`config.mk`:
```
export PLATFORM = sky130hd
export DESIGN_NAME = fixed_point_divider
export DESIGN_NICKNAME = d
export VERILOG_FILES = /design/src/rtl/fixed_point_pkg.sv /design/src/rtl/carry_lookahead_adder.sv /design/src/rtl/fixed_point_divider.sv
export SDC_FILE = /design/constraint.sdc
export NUM_CORES = 1
export LEC_CHECK = 0
export ABC_AREA = 1
export ABC_CLOCK_PERIOD_IN_PS = 3800
export CAP_MARGIN = 15
export CELL_PAD_IN_SITES_DETAIL_PLACEMENT = 0
export CELL_PAD_IN_SITES_GLOBAL_PLACEMENT = 2
export CORE_MARGIN = 5
export CORE_UTILIZATION = 37
export DETAILED_ROUTE_END_ITERATION = 8
export DONT_BUFFER_PORTS = 1
export PLACE_DENSITY = 0.91
export SETUP_SLACK_MARGIN = 0.02
export SLEW_MARGIN = 10
export SYNTH_ARGS = -nofsm -noshare
export SYNTH_HDL_FRONTEND = slang
export SYNTH_SLANG_ARGS = --single-unit
```
`constraint.sdc`:
```
create_clock -name i_clk -period 3.8 [get_ports i_clk]
set_input_delay 0.76 -clock i_clk [delete_from_list [all_inputs] [get_ports i_clk]]
set_output_delay 0.76 -clock i_clk [all_outputs]
set_load 0.05 [all_outputs]
```
`src/rtl/fixed_point_pkg.sv`:
```
// Shared definitions for the ODE datapath fixed-point divider:
// default word/fraction widths, FSM state encoding, saturation constants
// and the per-operation context captured when a division is accepted.
package fixed_point_pkg;

    localparam int N_DEF    = 16;
    localparam int FRAC_DEF = 8;

    // Saturation limits at the default word width
    localparam logic [N_DEF-1:0] MAX_POS = {1'b0, {(N_DEF-1){1'b1}}};
    localparam logic [N_DEF-1:0] MIN_NEG = {1'b1, {(N_DEF-1){1'b0}}};

    typedef enum logic [1:0] {
        IDLE = 2'd0,
        CALC = 2'd1,
        FIX  = 2'd2,
        DONE = 2'd3
    } div_state_e;

    // Sign and special-case information captured at accept time
    typedef struct packed {
        logic q_neg;     // quotient sign: sign(dividend) ^ sign(divisor)
        logic dvd_neg;   // dividend sign, picks the div-by-zero saturation rail
        logic div_zero;  // divisor was zero
    } div_ctx_t;

endpackage

```
`src/rtl/carry_lookahead_adder.sv`:
```
// W-bit carry-lookahead adder/subtractor. Bits are grouped in GRP-bit
// blocks; each block forms group generate/propagate terms and block carries
// are chained by lookahead. In subtract mode b is inverted and carry-in is 1.
// 'negative' is the MSB of the two's-complement result.
module carry_lookahead_adder #(
    parameter int W   = 17,
    parameter int GRP = 4
) (
    input  logic [W-1:0] a,
    input  logic [W-1:0] b,
    input  logic         is_subtract,
    output logic [W-1:0] sum,
    output logic         negative
);

    localparam int NG = (W + GRP - 1) / GRP;

    logic [W-1:0]  bx;
    logic [W-1:0]  p;
    logic [W-1:0]  g;
    logic [W:0]    c;
    logic [NG-1:0] gg;
    logic [NG-1:0] gp;
    logic [NG:0]   gc;

    assign bx = is_subtract ? ~b : b;
    assign p  = a ^ bx;
    assign g  = a & bx;

    // Group generate/propagate, block carry chain, then in-block carries
    always_comb begin
        c     = '0;
        gg    = '0;
        gp    = '0;
        gc    = '0;
        gc[0] = is_subtract;
        for (int k = 0; k < NG; k++) begin
            gp[k] = 1'b1;
            for (int j = 0; j < GRP; j++) begin
                if (k*GRP + j < W) begin
                    gg[k] = g[k*GRP + j] | (p[k*GRP + j] & gg[k]);
                    gp[k] = gp[k] & p[k*GRP + j];
                end
            end
            gc[k+1] = gg[k] | (gp[k] & gc[k]);
            for (int j = 0; j < GRP; j++) begin
                if (k*GRP + j < W) begin
                    if (j == 0)
                        c[k*GRP] = gc[k];
                    else
                        c[k*GRP + j] = g[k*GRP + j - 1] | (p[k*GRP + j - 1] & c[k*GRP + j - 1]);
                end
            end
        end
        c[W] = gc[NG];
    end

    assign sum      = p ^ c[W-1:0];
    assign negative = sum[W-1];

endmodule

```
`src/rtl/fixed_point_divider.sv`:
```
// Multi-cycle signed Q(N-FRAC).FRAC divider for the ODE datapath.
// Restoring division, one quotient bit per cycle, with the trial subtraction
// done by carry_lookahead_adder. start/busy/done handshake; the result
// saturates and reports divide-by-zero and overflow.
// Optional build macro ROUND_NEAREST_EN: round the quotient magnitude
// half-away-from-zero instead of truncating toward zero.
module fixed_point_divider
    import fixed_point_pkg::*;
#(
    parameter int N    = N_DEF,
    parameter int FRAC = FRAC_DEF
) (
    input  logic         i_clk,
    input  logic         i_rst,
    input  logic         i_start,
    input  logic [N-1:0] i_dividend,
    input  logic [N-1:0] i_divisor,
    output logic [N-1:0] o_quotient,
    output logic         o_busy,
    output logic         o_done,
    output logic         o_div_by_zero,
    output logic         o_overflow
);

    localparam int QW = N + FRAC;
    localparam int CW = $clog2(QW);
    localparam logic [CW-1:0] CNT_LAST = CW'(QW - 1);
    localparam logic [N-1:0]  SAT_POS  = {1'b0, {(N-1){1'b1}}};
    localparam logic [N-1:0]  SAT_NEG  = {1'b1, {(N-1){1'b0}}};

    div_state_e    state;
    div_ctx_t      ctx;
    logic [CW-1:0] cnt;
    logic [QW-1:0] num;
    logic [QW-1:0] quo;
    logic [N-1:0]  rem;
    logic [N-1:0]  dvs;

    logic [N:0]    rem_shift;
    logic [N:0]    trial;
    logic          trial_neg;
    logic          unused_trial_msb;

    logic [QW:0]   q_mag;
    logic [QW:0]   q_lim;
    logic [N-1:0]  fix_q;
    logic          fix_ovf;

    // Unsigned magnitude; the most-negative value maps to 2^(N-1)
    function automatic logic [N-1:0] mag(input logic [N-1:0] v);
        return v[N-1] ? (~v + 1'b1) : v;
    endfunction

    // Remainder shifted left with the next numerator bit, minus |divisor|
    assign rem_shift = {rem, num[QW-1]};

    carry_lookahead_adder #(.W(N+1)) u_trial (
        .a           (rem_shift),
        .b           ({1'b0, dvs}),
        .is_subtract (1'b1),
        .sum         (trial),
        .negative    (trial_neg)
    );

    // A non-negative trial is below |divisor| <= 2^(N-1), so its MSB is
    // redundant with 'negative'
    assign unused_trial_msb = trial[N];

    // Final quotient: optional rounding, saturation, sign application
    always_comb begin
        q_mag = {1'b0, quo};
`ifdef ROUND_NEAREST_EN
        if ({1'b0, rem, 1'b0} >= {2'b00, dvs})
            q_mag = q_mag + 1'b1;
`endif
        q_lim   = ctx.q_neg ? (QW+1)'(SAT_NEG) : (QW+1)'(SAT_POS);
        fix_ovf = 1'b0;
        fix_q   = '0;
        if (ctx.div_zero) begin
            fix_q = ctx.dvd_neg ? SAT_NEG : SAT_POS;
        end else if (q_mag > q_lim) begin
            fix_ovf = 1'b1;
            fix_q   = ctx.q_neg ? SAT_NEG : SAT_POS;
        end else begin
            fix_q = ctx.q_neg ? (~q_mag[N-1:0] + 1'b1) : q_mag[N-1:0];
        end
    end

    // Control FSM, iteration datapath and registered outputs
    always_ff @(posedge i_clk) begin
        if (i_rst) begin
            state         <= IDLE;
            ctx           <= '0;
            cnt           <= '0;
            num           <= '0;
            quo           <= '0;
            rem           <= '0;
            dvs           <= '0;
            o_quotient    <= '0;
            o_busy        <= 1'b0;
            o_done        <= 1'b0;
            o_div_by_zero <= 1'b0;
            o_overflow    <= 1'b0;
        end else begin
            case (state)
                IDLE: begin
                    o_done <= 1'b0;
                    o_busy <= i_start;
                    if (i_start) begin
                        ctx.q_neg    <= i_dividend[N-1] ^ i_divisor[N-1];
                        ctx.dvd_neg  <= i_dividend[N-1];
                        ctx.div_zero <= (i_divisor == '0);
                        dvs          <= mag(i_divisor);
                        num          <= {mag(i_dividend), {FRAC{1'b0}}};
                        rem          <= '0;
                        quo          <= '0;
                        cnt          <= CNT_LAST;
                        state        <= (i_divisor == '0) ? FIX : CALC;
                    end
                end
                CALC: begin
                    num <= {num[QW-2:0], 1'b0};
                    quo <= {quo[QW-2:0], ~trial_neg};
                    rem <= trial_neg ? rem_shift[N-1:0] : trial[N-1:0];
                    cnt <= cnt - 1'b1;
                    if (cnt == '0)
                        state <= FIX;
                end
                FIX: begin
                    o_quotient    <= fix_q;
                    o_overflow    <= fix_ovf;
                    o_div_by_zero <= ctx.div_zero;
                    state         <= DONE;
                end
                DONE: begin
                    o_done <= 1'b1;
                    state  <= IDLE;
                end
                default: state <= IDLE;
            endcase
        end
    end

endmodule

```
==> reports/qor.yml <==
outcome:
  status: "finished, final reports clean"
clocking:
  htree_levels: 3
  clk_path_buf_depth: 2
  cts_root_buffer: "clkbuf_16"
  path_clk_slew_ns: 0.07
  ctsHoldBuffers: 0
  postCtsResizedCells: 0
  clock_latency_ns: 0.35
  cts_tree: "built"
  cts_sinks: 102
  post-cts-setup-buffers: 0
  cts_buffers: 9
critical_path:
  crit_end: "rem[15]"
  cp-end-kind: "register"
  rr_worst_depth: 20
  worstSetupStartpoint: "dvs[1]"
  criticalPathCategory: "reg -> reg"
  start_kind: "register"
  reg2reg_slack_ns: 0.72
  required_ns: 4.08
  crit_path_max_fanout: 3
  arrival_ns: 3.36
  r2r-start: "dvs[1]"
  r2r_end: "rem[15]"
synthesis:
  syn_area_mm2: 0.00637
  ys_seq_elements: 102
  avgSynthCellArea_um2: 7.24
  synth_top_area_share_pct: 32.0
  synth_edf_count: 0
  synth_area_leader_cell: "dfxtp_1"
  netlist_instances: 880
  async_flop_share_pct: 0
  yosys_warnings: 0
  syn_nets: 968
  synth_flop_cell: "dfxtp_1"
  synth_area_leaders: "dfxtp_1, nand2_1, a21oi_1"
  yosysSeqAreaShare_pct: 32.0
  synthDistinctLibCells: 43
timing:
  worst_pin_slew_ns: 1.01
  setup_viol: 0
  slew_headroom_pct: 32.7
  max_clock_freq_mhz: 324
  min_period_ns: 3.08
  rsz0062_at_grt: "false"
  fin_skew_ns: 0.00850
  setup_tns_ns: 0
  holdWs_ns: 0.468
  hold_viol_final: 0
  drv_slew: 0
  fin_crit_sh_pct: 81.1
route:
  avgRoutedWirePerCell_um: 14.7
  drc: 0
  num_vias: 5555
  wl_mm: 16.0
  post_drt_via_cell_ratio: 5.11
  firstDrtPassIters: 6
  drt_iter0_markers: 366
  antenna_left: 0
finish:
  diodes: 0
  area_growth_pct: 6.67
  final_nets: 946
  drive_gt1_share_pct: 6.49
power_and_ir_drop:
  ir_drop_mv: 0.490
  power.density_mw_per_mm2: 762
  switching_share_pct: 47.0
  clkPwrFrac_pct: 17.3
  p_leak_nw: 2.78
  combPwrFrac_pct: 52.6
  switchingPower_mw: 2.44
  p_int_mw: 2.75
  p_seq_share_pct: 30.2
die:
  die_width_um: 141
  core_area_mm2: 0.0171
  start_util_pct: 37.2
  dieArea_mm2: 0.0200
  ios: 55
  die_y_um: 141
  row_count: 48
global_routing:
  grt_start_max_net_pins: 84
  grt_pass1_vias: 5343
  gr-usage-all-layers_pct: 16.6
  grt_pass1_wl_mm: 27.1
  overflow: 0
  antenna_found_initial: 0
placed_design:
  place.gp.congestion: 0.797
  port_buffers: 0
  place.detailed.hpwl_mm: 11.2
min_path:
  hp-class: "reg -> reg"
job:
  cap_viol_max_count: 0
worst min path at each step:
stage	from	endpoint	cells past startpoint
floorplan	quo[23]	quo[23]	2
global placement	num[17]	num[17]	2
detailed placement	num[17]	num[17]	2
CTS	num[17]	num[17]	2
global route	i_rst	rem[8]	1
finish	num[19]	num[19]	2
cells in the mapped netlist, types with 2 or more instances:
cell / n
a21oi_1: 105
a221oi_1: 2
a31oi_1: 16
and3_1: 2
buf_2: 5
buf_6: 5
clkbuf_1: 29
dfxtp_1: 102
fa_1: 11
ha_1: 42
inv_1: 84
inv_2: 2
nand2_1: 194
nand2_2: 2
nand2_4: 6
nand3_1: 56
nand3_2: 6
nand3_4: 2
nand4_1: 8
nor2_1: 57
nor3_1: 13
nor3_2: 5
nor4_1: 3
o211ai_1: 10
o21a_1: 2
o21ai_0: 45
o21ai_1: 8
o21ai_2: 4
o21bai_1: 2
o221ai_1: 4
or2_2: 2
xnor2_1: 11
xor2_1: 25
through the flow:
step | total power, mW | instances | worst slack (ns) | area (um2) | util, %
after floorplan | 3.81 | 880 | 0.969 | 6370 | -
after global placement | 4.30 | 1072 | 0.817 | 6520 | 38.1
after detailed placement | 4.33 | 1072 | 0.734 | 6520 | 38.1
after CTS | 5.23 | 1088 | 0.710 | 6800 | 39.7
after global routing | 5.70 | 1088 | 0.492 | 6800 | 39.7
final | 5.18 | 1088 | 0.718 | 6800 | 39.7
placed cells by master (no fill, tap or decap), types with 13 or more instances in the layout:
cell type and instances:
a21oi_1 105, a31oi_1 16, dfxtp_1 102, ha_1 42
inv_1 84, nand2_1 194, nand3_1 56, nor2_1 56
nor3_1 13, o21ai_0 45, xor2_1 25
state kept, by name, summed over array words and instances, names as in the netlist, 2 cells and up:
signal      cells
quo            24
dvs            16
num            16
o_quotient     16
rem            16
cnt             5
ctx             3
state           2
worst max-delay path: stages (launching register included):
cell and delay, ns:
dfxtp_1 0.38, inv_1 0.06, ha_1 0.29, nand2_1 0.06, nand2_1 0.05, nand2_1 0.04, nand2_1 0.05, nand2_1 0.06
nand3_2 0.07, nand2_1 0.05, nand2_1 0.09, nand2_1 0.07, nand2_2 0.09, inv_1 0.05, fa_1 0.37, fa_1 0.40
fa_1 0.39, xor2_1 0.15, nand3_1 0.08, nand3_1 0.08, a21oi_1 0.13
power groups by stage:
stage | clock, mW | combinational, mW | sequential, mW
4_1_cts | 0.921 | 2.75 | 1.57
3_5_place_dp | 0 | 2.74 | 1.59
3_3_place_gp | 0 | 2.72 | 1.59
2_1_floorplan | 0 | 2.27 | 1.55
5_1_grt | 0.972 | 3.13 | 1.60
6_report | 0.895 | 2.73 | 1.56
cells by family after synthesis:
kind of cell | count (synthesis) | synth area share (%)
xor gates and xnor gates | 36 | 4.95
buffers and inverters | 129 | 8.38
and+or+nand+nor | 359 | 25.6
AOI/OAI and AO/OA | 201 | 17.4
DFF | 102 | 32.0
adders and majority gates | 53 | 11.7
layout make-up:
type | instances | area [um2]
clock inverter | 7 | 57.6
clock buffer | 9 | 225
timing repair buffer | 8 | 60.1
fill | 1821 | 10300
sequential | 102 | 2040
tap | 225 | 282
multi-input combinational | 649 | 3800
inverter | 88 | 333
routing by layer:
layer	vias up	global-route usage (%)	part of all wire, %
li1	2884	-	-
met1	2584	22.8	48
met2	71	26.9	47
met3	16	2.46	3.0
met4	0	5.46	1.8
met5	-	0	0
No activity file was read; power rests on OpenSTA's default activity.
